--- config.mk ---
export PLATFORM = sky130hd
export DESIGN_NAME = alu_nbit_seq
export DESIGN_NICKNAME = d
export VERILOG_FILES = /design/src/rtl/alu_pkg.sv /design/src/rtl/alu_core.sv /design/src/rtl/alu_nbit_seq.sv
export SDC_FILE = /design/constraint.sdc
export NUM_CORES = 1
export LEC_CHECK = 0
export CORE_MARGIN = 4
export CORE_UTILIZATION = 58
export CTS_CLUSTER_SIZE = 28
export DETAILED_ROUTE_END_ITERATION = 16
export DONT_BUFFER_PORTS = 1
export GPL_TIMING_DRIVEN = 0
export PLACE_DENSITY_LB_ADDON = 0.1
export SYNTH_ARGS = -nofsm -noshare
export SYNTH_HDL_FRONTEND = slang
export SYNTH_HIERARCHICAL = 1
export SYNTH_SLANG_ARGS = --single-unit
--- constraint.sdc ---
create_clock -name clk -period 4.76 [get_ports clk]
set_input_delay 0.476 -clock clk [delete_from_list [all_inputs] [get_ports clk]]
set_output_delay 0.476 -clock clk [all_outputs]
set_load 0.02 [all_outputs]
--- src/rtl/alu_pkg.sv ---
// alu_pkg: shared operation codes, FSM states and sizing helper for the N-bit ALU
package alu_pkg;
    localparam logic [4:0] ALU_AND = 5'b00000;
    localparam logic [4:0] ALU_OR  = 5'b00001;
    localparam logic [4:0] ALU_ADD = 5'b00010;
    localparam logic [4:0] ALU_SUB = 5'b00110;
    localparam logic [4:0] ALU_SLT = 5'b00111;
    localparam logic [4:0] ALU_NOR = 5'b01100;
    localparam logic [4:0] ALU_MUL = 5'b10000;

    typedef enum logic {S_IDLE, S_MUL} state_t;

    // Bits needed for a counter that must reach the value w itself
    function automatic int cnt_width(input int w);
        return $clog2(w + 1);
    endfunction
endpackage

--- src/rtl/alu_core.sv ---
// alu_core: combinational invert/operation datapath (AND, OR, add/sub, SLT, NOR)
module alu_core #(
    parameter int WIDTH = 24
) (
    input  logic [WIDTH-1:0] a,
    input  logic [WIDTH-1:0] b,
    input  logic [3:0]       ctrl,
    output logic [WIDTH-1:0] result,
    output logic             carry,
    output logic             overflow
);
    logic [WIDTH-1:0] aa, bb;
    logic [WIDTH:0]   sum;

    // BInvert doubles as carry-in so that invert+add forms a two's complement subtract
    always_comb begin
        aa       = ctrl[3] ? ~a : a;
        bb       = ctrl[2] ? ~b : b;
        sum      = {1'b0, aa} + {1'b0, bb} + {{WIDTH{1'b0}}, ctrl[2]};
        carry    = sum[WIDTH];
        overflow = (aa[WIDTH-1] == bb[WIDTH-1]) && (sum[WIDTH-1] != aa[WIDTH-1]);
        result   = ctrl[1:0] == 2'b00 ? aa & bb :
                   ctrl[1:0] == 2'b01 ? aa | bb :
                   ctrl[1:0] == 2'b10 ? sum[WIDTH-1:0] :
                   {{(WIDTH-1){1'b0}}, sum[WIDTH-1] ^ overflow};
    end
endmodule

--- src/rtl/alu_nbit_seq.sv ---
// alu_nbit_seq: registered N-bit ALU with start/valid handshake and shift-add multiplier
module alu_nbit_seq
    import alu_pkg::*;
#(
    parameter int WIDTH  = 24,
    parameter bit MUL_EN = 1'b1
) (
    input  logic             clk,
    input  logic             reset_n,
    input  logic             start,
    input  logic [4:0]       ctrl,
    input  logic [WIDTH-1:0] a,
    input  logic [WIDTH-1:0] b,
    output logic [WIDTH-1:0] result,
    output logic [WIDTH-1:0] result_hi,
    output logic             valid,
    output logic             busy,
    output logic             zero,
    output logic             carry,
    output logic             overflow,
    output logic             illegal
);
    localparam int CW = cnt_width(WIDTH);

    state_t             state, next_state;
    logic [CW-1:0]      cnt;
    logic [WIDTH-1:0]   op_a, op_b;
    logic [4:0]         op_ctrl;
    logic               pend;
    logic [2*WIDTH-1:0] acc;
    logic [WIDTH:0]     step;
    logic               accept, is_mul, done, single_legal, is_addsub;
    logic [WIDTH-1:0]   core_res;
    logic               core_carry, core_ovf;

    alu_core #(.WIDTH(WIDTH)) u_core (
        .a        (op_a),
        .b        (op_b),
        .ctrl     (op_ctrl[3:0]),
        .result   (core_res),
        .carry    (core_carry),
        .overflow (core_ovf)
    );

    // Handshake decode; the final MUL cycle already reports not-busy so the next op can be accepted
    always_comb begin
        done         = state == S_MUL && cnt == CW'(WIDTH);
        busy         = state == S_MUL && !done;
        accept       = start && !busy;
        is_mul       = MUL_EN && ctrl == ALU_MUL;
        single_legal = op_ctrl inside {ALU_AND, ALU_OR, ALU_ADD, ALU_SUB, ALU_SLT, ALU_NOR};
        is_addsub    = op_ctrl == ALU_ADD || op_ctrl == ALU_SUB;
        step         = {1'b0, acc[2*WIDTH-1:WIDTH]} + {1'b0, op_a & {WIDTH{acc[0]}}};
        next_state   = (accept && is_mul) ? S_MUL : (done ? S_IDLE : state);
    end

    // FSM state register
    always_ff @(posedge clk or negedge reset_n) begin
        if (!reset_n) state <= S_IDLE;
        else          state <= next_state;
    end

    // Operand capture and one shift-add iteration per busy cycle (multiplier lives in acc low half)
    always_ff @(posedge clk or negedge reset_n) begin
        if (!reset_n) begin
            op_a    <= '0;
            op_b    <= '0;
            op_ctrl <= '0;
            pend    <= 1'b0;
            acc     <= '0;
            cnt     <= '0;
        end else begin
            pend <= accept && !is_mul;
            if (accept) begin
                op_a    <= a;
                op_b    <= b;
                op_ctrl <= ctrl;
            end
            if (accept && is_mul) begin
                acc <= {{WIDTH{1'b0}}, b};
                cnt <= '0;
            end else if (busy) begin
                acc <= {step, acc[WIDTH-1:1]};
                cnt <= cnt + CW'(1);
            end
        end
    end

    // Result and flag registers, written one cycle after a single-cycle accept or when MUL completes
    always_ff @(posedge clk or negedge reset_n) begin
        if (!reset_n) begin
            result    <= '0;
            result_hi <= '0;
            valid     <= 1'b0;
            zero      <= 1'b0;
            carry     <= 1'b0;
            overflow  <= 1'b0;
            illegal   <= 1'b0;
        end else if (pend) begin
            result    <= single_legal ? core_res : '0;
            result_hi <= '0;
            valid     <= 1'b1;
            zero      <= single_legal && core_res == '0;
            carry     <= is_addsub && core_carry;
            overflow  <= (is_addsub || op_ctrl == ALU_SLT) && core_ovf;
            illegal   <= !single_legal;
        end else if (done) begin
            result    <= acc[WIDTH-1:0];
            result_hi <= acc[2*WIDTH-1:WIDTH];
            valid     <= 1'b1;
            zero      <= acc == '0;
            carry     <= 1'b0;
            overflow  <= 1'b0;
            illegal   <= 1'b0;
        end else begin
            valid     <= 1'b0;
        end
    end
endmodule
Word-level counts from Yosys, hierarchy flattened --
Cells that the tools add are included.
Storage, ports and cells: output and inout port bits 54, input bits 56, register bits after elaboration 161
Cells by class: eq/ne operators 11, bitwise operators 6, $add $sub $neg 4, reduce and logical (&&, ||, !) cells 23, mux-type cells 23
Operators by type and width (count):
- $mux W24 | 10
- $mux W48 | 2
- $add A24 B24 Y25 | 2
- $and A24 B24 Y24 | 2
- $logic_not A48 Y1 | 1
- $not A24 Y24 | 2
- $add A25 B1 Y25 | 1
- $logic_not A24 Y1 | 1
- $or A24 B24 Y24 | 1
- $eq A5 B3 Y1 const B | 2
- $eq A5 B5 Y1 const B | 2
- $mux W5 | 2
- $logic_and A1 B1 Y1 | 9
- $mux W1 | 9
- $reduce_bool A2 Y1 | 3
- $reduce_bool A6 Y1 | 1
- $add A5 B1 Y5 const B | 1
- $eq A5 B1 Y1 const B | 1
- $eq A5 B2 Y1 const B | 1
- $eq A5 B4 Y1 const B | 1
- $logic_not A5 Y1 | 1
- $logic_not A1 Y1 | 4
- $eq A2 B1 Y1 const B | 1
- $eq A2 B2 Y1 const B | 1
- other kinds (5) | 6

Longest topological paths before layout --
depth in word-level cells 13, depth in mapped cells 18, mapped depth without buffers 17

Modules after synthesis --
Netlist, hierarchy kept.
By module, submodules not included:
- alu_nbit_seq | cells each 925, times used 1, area each 8264.2 µm²
- alu_core | cells each 410, times used 1, area each 2892.8 µm²

Worst setup path before layout --
OpenSTA, ideal clock, no wires.
path kind reg-to-reg, from register op_ctrl[2], to register zero, clock period less this slack 3.870 ns, setup time 0.083 ns, cell stages (with the launch flop) 19, slack 0.890 ns, data arrival time 3.787 ns, cells stage by stage dfrtp_1 > buf_2 > buf_1 > xor2_1 > ha_1 > buf_2 > a211o_1 > a21oi_2 > o21ai_0 > a221o_1 > a41oi_1 > xor2_1 > o22ai_1 > nor4b_1 > nand2_1 > nor4_1 > nand4_1 > a2bb2oi_1 > o21ai_0
RTL lines:
- start: declaration | line alu_nbit_seq.sv:28 | logic [4:0] op_ctrl;
- start signal: assignment | line alu_nbit_seq.sv:77 | op_ctrl <= ctrl;
- $mux W24 | line alu_core.sv:18 | bb = ctrl[2] ? ~b : b;
- $add A24 B24 Y25 | line alu_core.sv:19 | sum = {1'b0, aa} + {1'b0, bb} + {{WIDTH{1'b0}}, ctrl[2]};
- $add A25 B1 Y25 | line alu_core.sv:19
- $mux W24 | line alu_core.sv:24 | ctrl[1:0] == 2'b10 ? sum[WIDTH-1:0] :
- $mux W24 | line alu_core.sv:23 | ctrl[1:0] == 2'b01 ? aa | bb :
- $mux W24 * | line alu_core.sv:22 | result = ctrl[1:0] == 2'b00 ? aa & bb :
- via core_res[21] | line alu_nbit_seq.sv:33 | logic [WIDTH-1:0] core_res;
- $logic_not A24 Y1 * | line alu_nbit_seq.sv:103 | zero <= single_legal && core_res == '0;
- $logic_and A1 B1 Y1 * | line alu_nbit_seq.sv:103
- $mux W1 * | line alu_nbit_seq.sv:99 | end else if (pend) begin
- end signal: assignment | line alu_nbit_seq.sv:95 | zero <= 1'b0;
- end signal: assignment | line alu_nbit_seq.sv:103
- end signal: assignment | line alu_nbit_seq.sv:111 | zero <= acc == '0;
- end: declaration | line alu_nbit_seq.sv:18 | output logic zero,
The timed path passes the listed nets; every way through them passes the cells marked *. A chain may end at the register's enable or synchronous reset.

Final worst setup path --
Same ends and word-level chain as after synthesis.

==> qor.yml <==
routing:
  highest_layer: "met4"
  remaining_drc_errors: 0
  met1_length_um: 15360
  viasPerCell: 6.127
  drtPass1Iterations: 6
  dr.first_iter.drc_count: 951
  wl_um: 34290
  wl_met2_um: 14580
  num_vias: 9969
  final_antenna_net_count: 0
  wl_per_cell_um: 21.08
  wl_met3_um: 3619
clock_tree:
  cts_tree: "done"
  clk_latency_ns: 0.45
  cts_root_buf: "clkbuf_16"
  numCtsBuffers: 17
  cts.sinks: 161
  clk_transition_reported_paths_ns: 0.08
  cts_setup_buffers: 0
  htree_levels: 4
  cts_buffer_depth: 2
grt:
  grt_util_all_layers_pct: 31.69
  grt_pass1_vias: 9327
  grt_pass1_wl_um: 53360
  grt_max_degree: 162
  antenna_found_initial: 0
  overflow: 0
placement:
  gp_congestion: 0.9458
  numPortBuffers: 0
  dp_hpwl_um: 25790
final_layout:
  drive_gt1_share_pct: 5.999
  num_antenna_cells: 0
  fin_util_pct: 64.74
  final_nets: 1486
  fill_cells: 1605
  area_growth_pct: 9.263
synth:
  syn_area_per_cell_sq_um: 8.357
  syn-num-nets: 1467
  syn_inst: 1335
  yosys-top-cells-area: "dfrtp_1 36%, nand2_1 10%, ha_1 8.3%"
  synth_seq_cells: 161
  yosys_warnings: 6
  synth_area_sq_um: 11160
  synth-edff-count: 0
  synth_top_cell_by_area: "dfrtp_1"
  ys_seq_area_share_pct: 36.11
  synthArstFlopShare_pct: 100.0
  synth-main-ff-cell: "dfrtp_1"
  ys_types: 74
  yosys.area.top_type_share_pct: 36.11
sta:
  worst_pin_slew_ns: 0.8236
  post-route-min-period_ns: 4.490
  post-route-period-util_pct: 94.34
  slew_viol_final: 0
  max_slew_margin_pct: 45.09
  setup_viol: 0
  rsz0062_at_grt: "false"
  finClkSkew_ns: 0.01848
  max_freq_mhz: 222.7
  hold_violations: 0
die:
  dieArea_sq_um: 21520
  dieWidth_um: 146.7
  die_y_um: 146.7
  fp.coreArea_sq_um: 18830
  initial_utilization_pct: 59.25
  io_pins: 110
  floorplan.rows: 50
worst_setup_path:
  setup.worst_path.start: "op_ctrl[2]"
  crit_path_frequent_cell: "o21ai_0"
  slowest_stage: "dfrtp_1"
  rr_startpoint: "op_ctrl[2]"
  crit_path_end: "zero"
  crit_arrival_ns: 4.86
  critPathMaxStageDelay_ns: 0.43
  ff2ff_path_depth: 18
  worst-setup-path-type: "flip-flop to flip-flop"
  required_ns: 5.12
  cp_max_fo: 10
  r2r_setup_slack_ns: 0.27
  cp-end-kind: "flip-flop"
  rr_endpoint: "zero"
  start_kind: "flip-flop"
  path_cells: "clkbuf_4, buf_6, xor2_2, ha_1, buf_2, a211o_1, a21oi_2, o21ai_0, a221o_1, a41oi_1, xor2_1, o22ai_1, nor4b_1, nand2_1, nor4_1, nand4_1, a2bb2oi_1, o21ai_0"
power:
  powerDensity_nw_per_um2: 884.3
  p_leak_nw: 6.064
  vdd_drop_max_mv: 0.3619
  totalPowerFinal_w: 0.01078
run:
  drv_cap: 0
min_path:
  holdCritPathClass: "primary input to asynchronous set/reset pin"
status:
  status: "finished clean"
[how the worst min path moves through the flow]
stage	to	slack, ns	cells past startpoint
3_3_place_gp	result_hi[15]	0.18	0
6_report	acc[36]	0.01	1
2_1_floorplan	acc[0]	0.18	0
3_5_place_dp	result_hi[18]	0.19	0
5_1_grt	result_hi[11]	0.1	1
4_1_cts	acc[36]	0.1	1
[layer usage]
metal	track usage, %	up-vias
met3	7.557	50
met2	45.82	496
met5	0	-
met1	47.66	4783
met4	8.749	0
li1	-	4640
[critical path, delay by kind of cell, from the launching register on]
kind / cells / cell delay (ns)
AOI/OAI and AO/OA: 8 / 1.83
buffers and inverters: 3 / 0.67
DFF: 1 / 0.43
and+or+nand+nor: 4 / 0.84
adders and majority gates: 1 / 0.26
xor gates and xnor gates: 2 / 0.38
[registers in the layout (all words and copies together), names as in the netlist]
name       count
cnt            5
illegal        1
carry          1
acc           48
result        24
zero           1
state          1
overflow       1
valid          1
op_b          24
pend           1
op_ctrl        5
result_hi     24
op_a          24
[power by group]
part / leakage (nW) / switching (W) / internal (W)
clock: 0.291 / 0.000719 / 0.000718
sequential: 2.09 / 0.000686 / 0.00183
combinational: 3.68 / 0.00430 / 0.00252
[layout make-up]
| type | instances | area (sq um) | area share (%) |
|---|---|---|---|
| clock buffer | 17 | 425.4 | 3.490 |
| inverter | 85 | 319.1 | 2.617 |
| timing repair buffer | 1 | 27.53 | 0.2258 |
| sequential | 161 | 4029 | 33.05 |
| clock inverter | 15 | 191.4 | 1.570 |
| buffer | 75 | 329.1 | 2.699 |
| multi-input combinational | 1013 | 6544 | 53.68 |
| tap | 260 | 325.3 | 2.669 |
[cell usage in the layout, fill, tap and decap left out, types with 19 or more instances in the layout]
master / Yosys / routed
ha_1: 74 / 74
nand3_1: 19 / 19
xor2_1: 63 / 59
and2_1: 30 / 30
inv_1: 85 / 85
o22ai_1: 48 / 48
dfrtp_1: 161 / 161
clkbuf_1: 46 / 46
nor2_1: 44 / 44
mux2i_1: 71 / 71
xnor2_1: 22 / 22
nand2_1: 309 / 309
a21oi_1: 64 / 63
o21ai_0: 75 / 74
nand4_1: 20 / 20
[logic make-up (layout without fill, tap and decap cells)]
family	count (synthesis)	after routing	synth area share, %
AND/OR/NAND/NOR	493	493	19.96
AO/OA/AOI/OAI	285	285	16.09
flip-flops	161	161	36.11
buffers and inverters	161	193	5.686
XOR/XNOR	86	86	6.919
adder cells (fa/ha/maj)	76	76	8.658
multiplexers	73	73	6.572
[stage by stage]
| step | area (sq um) | hold WS, ns | setup TNS [ns] | std cells | setup WS (ns) |
|---|---|---|---|---|---|
| 3_5_place_dp | 11480 | 0.1858 | -0.1305 | 1595 | -0.1305 |
| 2_1_floorplan | 11160 | 0.1804 | 0 | 1335 | 0.8899 |
| 6_report | 12190 | 0.01488 | 0 | 1627 | 0.2696 |
| 4_1_cts | 12130 | 0.09839 | 0 | 1627 | 0.06034 |
| 3_3_place_gp | 11480 | 0.1845 | -0.06296 | 1595 | -0.06296 |
| 5_1_grt | 12190 | 0.09610 | 0 | 1627 | 0.01230 |
[repair_timing]
action,CTS,global route
setup endpoints to repair,1,1
hold buffers,1,0
endpoints found under the hold margin,161,0
gates resized for setup,3,16
pin swaps,0,1
[Yosys cell counts (3+ instances only)]
cell and n:
buf_1 11, o211ai_1 7, a21o_1 14, nor3_1 14
o21a_1 7, xnor2_1 22, or4_1 7, and3_1 6
a31oi_1 8, xor2_1 63, o21ai_0 75, a211o_1 7
o21ai_1 5, nand2_1 309, a211oi_1 11, or3_1 4
o31ai_1 6, nand2b_1 5, nor4_1 17, buf_2 17
mux2i_1 71, ha_1 74, nor2b_1 4, o22ai_1 48
clkbuf_1 46, nand4_1 20, a21oi_2 3, and2_1 30
nand3_1 19, inv_1 85, a32o_1 4, a21oi_1 64
dfrtp_1 161, nor2_1 44
(Power assumes the default switching activity.)
